`config.mk`:
```
export PLATFORM = sky130hd
export DESIGN_NAME = fifo_prog_full
export DESIGN_NICKNAME = d
export VERILOG_FILES = /design/src/rtl/fifo_prog_full_pkg.sv /design/src/rtl/fifo_prog_full_mem.sv /design/src/rtl/fifo_prog_full.sv
export SDC_FILE = /design/constraint.sdc
export NUM_CORES = 1
export LEC_CHECK = 0
export BUFFER_PORTS_ARGS = -buffer_cell sky130_fd_sc_hd__buf_2
export CORE_ASPECT_RATIO = 1.75
export CORE_MARGIN = 2
export CORE_UTILIZATION = 44
export CTS_CLUSTER_SIZE = 25
export DETAILED_ROUTE_END_ITERATION = 12
export HOLD_SLACK_MARGIN = 0.15
export PLACE_DENSITY_LB_ADDON = 0.08
export REMOVE_ABC_BUFFERS = 1
export SYNTH_ARGS = -nofsm -noshare
export SYNTH_HDL_FRONTEND = slang
export SYNTH_SLANG_ARGS = --single-unit
```
`constraint.sdc`:
```
create_clock -name clk -period 4.6 [get_ports clk]
set_clock_uncertainty 0.1 [all_clocks]
set_input_delay 0.46 -clock clk [delete_from_list [all_inputs] [get_ports clk]]
set_output_delay 0.46 -clock clk [all_outputs]
set_load 0.1 [all_outputs]
```
`src/rtl/fifo_prog_full_pkg.sv`:
```
// Helpers shared by the FIFO top: modulo-DEPTH pointer increment and the
// prog-full threshold rule.
package fifo_prog_full_pkg;

   function automatic int unsigned ptr_inc(input int unsigned ptr, input int unsigned depth);
      return (ptr + 1 >= depth) ? 0 : ptr + 1;
   endfunction

   function automatic logic prog_full_at(input int unsigned count, input int unsigned depth,
                                         input int unsigned grace);
      return (count + grace >= depth);
   endfunction

endpackage

```
`src/rtl/fifo_prog_full_mem.sv`:
```
// Simple dual-port storage: one synchronous write port, one asynchronous read port.
module fifo_prog_full_mem #(
   parameter int DATA_WIDTH = 32,
   parameter int ADDR_WIDTH = 5,
   parameter int DEPTH      = 32
) (
   input  logic                  clk,
   input  logic                  i_we,
   input  logic [ADDR_WIDTH-1:0] i_waddr,
   input  logic [DATA_WIDTH-1:0] i_wdata,
   input  logic [ADDR_WIDTH-1:0] i_raddr,
   output logic [DATA_WIDTH-1:0] o_rdata
);

   logic [DATA_WIDTH-1:0] r_mem [DEPTH];

   always_ff @(posedge clk) begin
      if (i_we) r_mem[i_waddr] <= i_wdata;
   end

   assign o_rdata = r_mem[i_raddr];

endmodule

```
`src/rtl/fifo_prog_full.sv`:
```
// First-word fall-through FIFO with registered head, occupancy count and a
// programmable almost-full flag. Capacity DEPTH counts the head register.
module fifo_prog_full
   import fifo_prog_full_pkg::*;
#(
   parameter int DATA_WIDTH   = 32,
   parameter int ADDR_WIDTH   = 5,
   parameter int DEPTH        = 32,
   parameter int GRACE_PERIOD = 2
) (
   input  logic                  clk,
   input  logic                  reset,
   output logic                  if_full_n,
   input  logic                  if_write_ce,
   input  logic                  if_write,
   input  logic [DATA_WIDTH-1:0] if_din,
   output logic                  if_empty_n,
   input  logic                  if_read_ce,
   input  logic                  if_read,
   output logic [DATA_WIDTH-1:0] if_dout,
   output logic                  if_prog_full,
   output logic [ADDR_WIDTH:0]   if_count
);

   localparam logic [ADDR_WIDTH:0] C_DEPTH = (ADDR_WIDTH+1)'(DEPTH);
   localparam logic [ADDR_WIDTH:0] C_ONE   = (ADDR_WIDTH+1)'(1);

   logic [ADDR_WIDTH-1:0] r_wr_ptr;
   logic [ADDR_WIDTH-1:0] r_rd_ptr;
   logic [ADDR_WIDTH:0]   r_count;
   logic                  r_full_n;
   logic                  r_empty_n;
   logic                  r_prog_full;
   logic [DATA_WIDTH-1:0] r_dout;

   logic                  w_wr;
   logic                  w_rd;
   logic                  w_load;
   logic [ADDR_WIDTH:0]   w_mem_cnt;
   logic [ADDR_WIDTH:0]   w_count_nxt;
   logic [DATA_WIDTH-1:0] w_mem_rdata;

   assign w_wr = if_write & if_write_ce & r_full_n;
   assign w_rd = if_read & if_read_ce & r_empty_n;

   // Words still in the array, i.e. total occupancy minus the head register.
   assign w_mem_cnt = r_count - {{ADDR_WIDTH{1'b0}}, r_empty_n};
   assign w_load    = (w_mem_cnt != '0) & (~r_empty_n | w_rd);

   always_comb begin
      w_count_nxt = r_count;
      if (w_wr & ~w_rd)      w_count_nxt = r_count + C_ONE;
      else if (w_rd & ~w_wr) w_count_nxt = r_count - C_ONE;
   end

   fifo_prog_full_mem #(
      .DATA_WIDTH (DATA_WIDTH),
      .ADDR_WIDTH (ADDR_WIDTH),
      .DEPTH      (DEPTH)
   ) u_mem (
      .clk     (clk),
      .i_we    (w_wr),
      .i_waddr (r_wr_ptr),
      .i_wdata (if_din),
      .i_raddr (r_rd_ptr),
      .o_rdata (w_mem_rdata)
   );

   always_ff @(posedge clk) begin
      if (reset) begin
         r_wr_ptr    <= '0;
         r_rd_ptr    <= '0;
         r_count     <= '0;
         r_full_n    <= 1'b1;
         r_empty_n   <= 1'b0;
         r_prog_full <= prog_full_at(0, DEPTH, GRACE_PERIOD);
         r_dout      <= '0;
      end else begin
         r_count     <= w_count_nxt;
         r_full_n    <= (w_count_nxt != C_DEPTH);
         r_prog_full <= prog_full_at(32'(w_count_nxt), DEPTH, GRACE_PERIOD);
         if (w_wr) r_wr_ptr <= ADDR_WIDTH'(ptr_inc(32'(r_wr_ptr), DEPTH));
         // The head refills from the array whenever it is empty or being popped.
         if (w_load) begin
            r_dout    <= w_mem_rdata;
            r_rd_ptr  <= ADDR_WIDTH'(ptr_inc(32'(r_rd_ptr), DEPTH));
            r_empty_n <= 1'b1;
         end else if (w_rd) begin
            r_empty_n <= 1'b0;
         end
      end
   end

   assign if_full_n    = r_full_n;
   assign if_empty_n   = r_empty_n;
   assign if_prog_full = r_prog_full;
   assign if_count     = r_count;
   assign if_dout      = r_dout;

endmodule

```
== Yosys cells after proc, flatten, opt, wreduce, memory -nomap -nowiden ==
Memory sizes are Yosys's and may differ from the RTL's. A register that Yosys moved wholly into a read port is not among the register bits.
Cells that the tools add are included.

* Flip-flop bits (word level): 19
* RAM bits: 1,024
* Input port bits: 38
* Output and inout port bits: 41
* Logic and storage cells: 38
* Memories kept: 1

* $add $sub $neg: 6
* $lt $le $gt $ge: 3
* Eq/ne operators: 1
* Muxes and demuxes: 8
* Bitwise operators: 11
* Reductions and logical operators: 2

{| class="wikitable"
|+ Memory list
! name !! words !! bits a word !! rd ports !! clocked after memory_dff !! write ports !! line !! RTL
|-
| u_mem.r_mem || 32 || 32 || 1 || 1 || 1 || fifo_prog_full_mem.sv:15 || <nowiki>logic [DATA_WIDTH-1:0] r_mem [DEPTH];</nowiki>
|}

{| class="wikitable"
|+ Operators with widths
! kind !! number
|-
| $add 5x1->6 const B || 2
|-
| $ge 6x6->1 const B || 2
|-
| $mux 6 || 2
|-
| $mux 5 || 2
|-
| $add 6x2->7 const B || 1
|-
| $and 1x1->1 || 7
|-
| $ge 7x6->1 const B || 1
|-
| $add 6x1->6 const B || 1
|-
| $ne 6x6->1 const B || 1
|-
| $reduce_bool 6->1 || 1
|-
| $sub 6x1->6 || 1
|-
| $sub 6x1->6 const B || 1
|-
| $mux 1 || 4
|-
| $not 1->1 || 3
|-
| $reduce_bool 2->1 || 1
|-
| $or 1x1->1 || 1
|}

== Depth between registers and ports, before layout ==
* Depth after elaboration: 8
* Gate-level depth with buffers: 9

== By module ==
A second synthesis with hierarchy kept.

* Cells, all modules: 2,480
* Area total of the unflattened synthesis: 41,991.5 um^2

{| class="wikitable"
|+ Modules (own cells, without submodules)
! module !! times used !! cells each !! area an instance (um^2) !! sequential area each (um^2)
|-
| fifo_prog_full_mem || 1 || 2,228 || 39,844.5 || 30,749.5
|-
| fifo_prog_full || 1 || 252 || 2,147.1 || 1,021.0
|}

== Worst setup path after synthesis ==
No wires, ideal clock.

* Kind: register to register
* From: register r_full_n (netlist: if_full_n)
* To: memory u_mem.r_mem[15][0] (enable)
* Library setup time: 0.423 ns
* Arrival: 3.161 ns
* Slack: 0.917 ns
* Stages on the path, launching flop included: 6
* Path buffers: 2
* Path through: dfxtp_1 and3_1 clkbuf_1 nand2_1 clkbuf_1 nor2_1

* Longest elaborated chain between the ends: 3

{| class="wikitable"
|+ Ends and longest elaborated chain
! what !! line !! RTL
|-
| from (decl) || fifo_prog_full.sv:31 || <nowiki>logic r_full_n;</nowiki>
|-
| from (signal assigned) || fifo_prog_full.sv:80 || <nowiki>r_full_n <= (w_count_nxt != C_DEPTH);</nowiki>
|-
| $and 1x1->1 || fifo_prog_full.sv:43 || <nowiki>assign w_wr = if_write & if_write_ce & r_full_n;</nowiki>
|-
| $mux 1 || fifo_prog_full_mem.sv:18 || <nowiki>if (i_we) r_mem[i_waddr] <= i_wdata;</nowiki>
|-
| $mux 1 (implied by the code) || fifo_prog_full_mem.sv:18 ||
|-
| to (decl) || fifo_prog_full_mem.sv:15 ||
|}

Every way passes these cells.

==> impl_metrics.json <==
{
  "crit_type": "flop to flop",
  "path_max_fanout": 84,
  "ys.flop_type": "edfxtp_1",
  "drt-pass1-iter-count": 5,
  "cts_resized": 0,
  "register_area_sq_um": 31790,
  "drv_cap": 0,
  "htree_num_levels": 3,
  "grt.total_usage_pct": 23.75,
  "setup_viol": 0,
  "required_ns": 5.07,
  "worst-slew-pin-transition_ns": 1.217,
  "portBuffers": 78,
  "hold_path.class": "input pin to flop",
  "synth_warnings": 0,
  "p_total_mw": 25.09,
  "cts_buffers": 98,
  "synth_cell_type_count": 52,
  "avgRoutedWirePerCell_um": 34.36,
  "worst_setup_path_start_kind": "flop",
  "drc_errors": 0,
  "gp_congestion": 0.7674,
  "core_sq_um": 91780,
  "crit_top_cell": "mux4_2",
  "slew_headroom_pct": 18.70,
  "period_minus_slack_ns": 3.168,
  "slowest_stage": "mux4_2",
  "drv_slew": 0,
  "drive_gt1_share_pct": 30.94,
  "cts_tree": "built",
  "p_per_area_nw_per_um2": 542.1,
  "nFillCells": 7316,
  "io_pins": 79,
  "ir_worst_vdd_v": 0.0005890,
  "rsz0062_at_grt": "no",
  "clkTransAtPathRegs_ns": 0.07,
  "cts_root_buf": "clkbuf_16",
  "cts_sinks": 1075,
  "syn_area_sq_um": 40820,
  "synth_area_per_cell_sq_um": 22.83,
  "max_freq_mhz": 315.7,
  "grt_max_degree": 90,
  "outcome": "completed",
  "wl_um": 110000,
  "viasPerCell": 5.866,
  "clock_path_buffers": 3,
  "crit_chain": "buf_12 -> mux4_2 -> mux4_2 -> nand2b_1 -> a32o_1",
  "holdWs_ns": 0.2285,
  "start_util_pct": 44.48,
  "synth_edf_count": 1024,
  "p_leak_nw": 14.06,
  "ant_nets": 0,
  "grt_pass1_wl_um": 154500,
  "die-area_sq_um": 95320,
  "dpl.hpwl_um": 65830,
  "yosysMostFrequentCell": "edfxtp_1",
  "seq_area_frac_synth_pct": 77.83,
  "synthCells": 1788,
  "postCtsSetupRepairBufs": 0,
  "synth.top_cell.area_share_pct": 75.33,
  "row_count": 147,
  "synth-seq-cells": 1075,
  "hold_violations": 0,
  "synth.top_cells.by_area": "edfxtp_1, mux4_2, dfxtp_1, nor2_1, o22ai_1",
  "synthToLayoutAreaGrowth_pct": 13.38,
  "holdBufCountCts": 4,
  "synth_top_cell_by_area": "edfxtp_1",
  "dr.first_iter.drc_count": 1559,
  "crit_path_max_incr_delay_ns": 0.62,
  "first_global_vias": 20040,
  "layout.nets": 1970,
  "worstSetupEndpointType": "flop",
  "grt_overflow_total": 0,
  "route.vias.total": 18780,
  "async_flop_share_pct": 0,
  "antenna_found_initial": 8,
  "fp.dieW_um": 234.2,
  "synth_common_cells": "edfxtp_1, mux4_2, nor2_1",
  "post-route-period-util_pct": 68.86,
  "die_h_um": 406.9,
  "multi_input_area_sq_um": 8713,
  "clk_latency_ns": 0.67,
  "arrival_ns": 3.63
}
## state kept, by name, summed over array words and instances, names as in the netlist
register	count
if_count	6
if_dout	32
if_empty_n	1
if_full_n	1
if_prog_full	1
r_rd_ptr	5
r_wr_ptr	5
u_mem.r_mem	1024
## power by group
group,switching (mW),internal [mW]
logic,3.36,2.43
clock network,3.62,4.57
registers,0.249,10.9
total,7.23,17.9
## worst max-delay path, delay by kind of cell (launching register included)
kind / cells / cell delay [ns]
muxes: 2 / 1.18
AOI/OAI and AO/OA: 1 / 0.32
buffers and inverters: 1 / 0.48
DFF: 1 / 0.45
and+or+nand+nor: 1 / 0.31
## final cells by class
type                            instances  share of cell area (%)
Sequential cell                      1075                   68.68
Multi-Input combinational cell        606                   18.83
Clock buffer                          127                   5.850
Tap cell                             1192                   3.222
Timing Repair Buffer                  136                   2.293
Clock inverter                         57                   1.068
Inverter                                6                 0.04866
Antenna cell                            2                 0.01081
## final timing paths
path	depth (start not counted)	startpoint	to	slack, ns
max reg2reg	5	r_rd_ptr[0]	if_dout[20]	1.43
min	4	if_write_ce	r_wr_ptr[1]	0.23
max	5	r_rd_ptr[0]	if_dout[20]	1.43
min reg2reg	2	if_dout[0]	if_dout[0]	0.36
## layer usage
metal	track usage (%)	part of all wire, %	wire length (um)
met5	0	0.053	58
met4	8.206	3.1	3417
met3	3.069	3.3	3582
met2	44.56	57	62580
met1	27.60	37	40350
## cell usage in the layout, fill, tap and decap left out, types with 19 or more instances in the layout
| cell type | netlist | layout |
|---|---|---|
| buf_4 | 4 | 36 |
| nand2b_1 | 26 | 25 |
| o22ai_1 | 49 | 49 |
| nor2_4 | 0 | 33 |
| nor2_1 | 86 | 53 |
| dfxtp_1 | 51 | 46 |
| clkbuf_1 | 42 | 20 |
| clkbuf_16 | 0 | 103 |
| clkinv_2 | 0 | 20 |
| mux4_2 | 287 | 287 |
| nand2_1 | 19 | 19 |
| a32o_1 | 24 | 24 |
| edfxtp_1 | 1024 | 1024 |
| buf_2 | 33 | 78 |
## per-stage QoR
stage | TNS (ns) | utilization (%) | setup slack [ns] | std cells | instance area, sq um
global placement | 0 | 46.89 | 1.273 | 3011 | 43040
CTS | 0 | 50.42 | 1.294 | 3199 | 46280
global route | 0 | 50.42 | 1.368 | 3199 | 46280
finish | 0 | 50.43 | 1.432 | 3201 | 46280
detailed placement | 0 | 46.89 | 1.320 | 3011 | 43040
floorplan | -275.77 | - | -7.616 | 1687 | 40250
## cell families (layout without fill, tap and decap cells)
| group | count (synthesis) | in the layout | share of synthesized area, % |
|---|---|---|---|
| other | 0 | 2 | 0 |
| xor gates and xnor gates | 10 | 10 | 0.2146 |
| DFF | 1075 | 1075 | 77.83 |
| adders and majority gates | 9 | 9 | 0.2759 |
| and+or+nand+nor | 171 | 171 | 1.986 |
| buffers and inverters | 107 | 326 | 1.453 |
| AOI/OAI and AO/OA | 117 | 117 | 2.084 |
| muxes | 299 | 299 | 16.15 |
No activity file was read; power rests on OpenSTA's default activity.
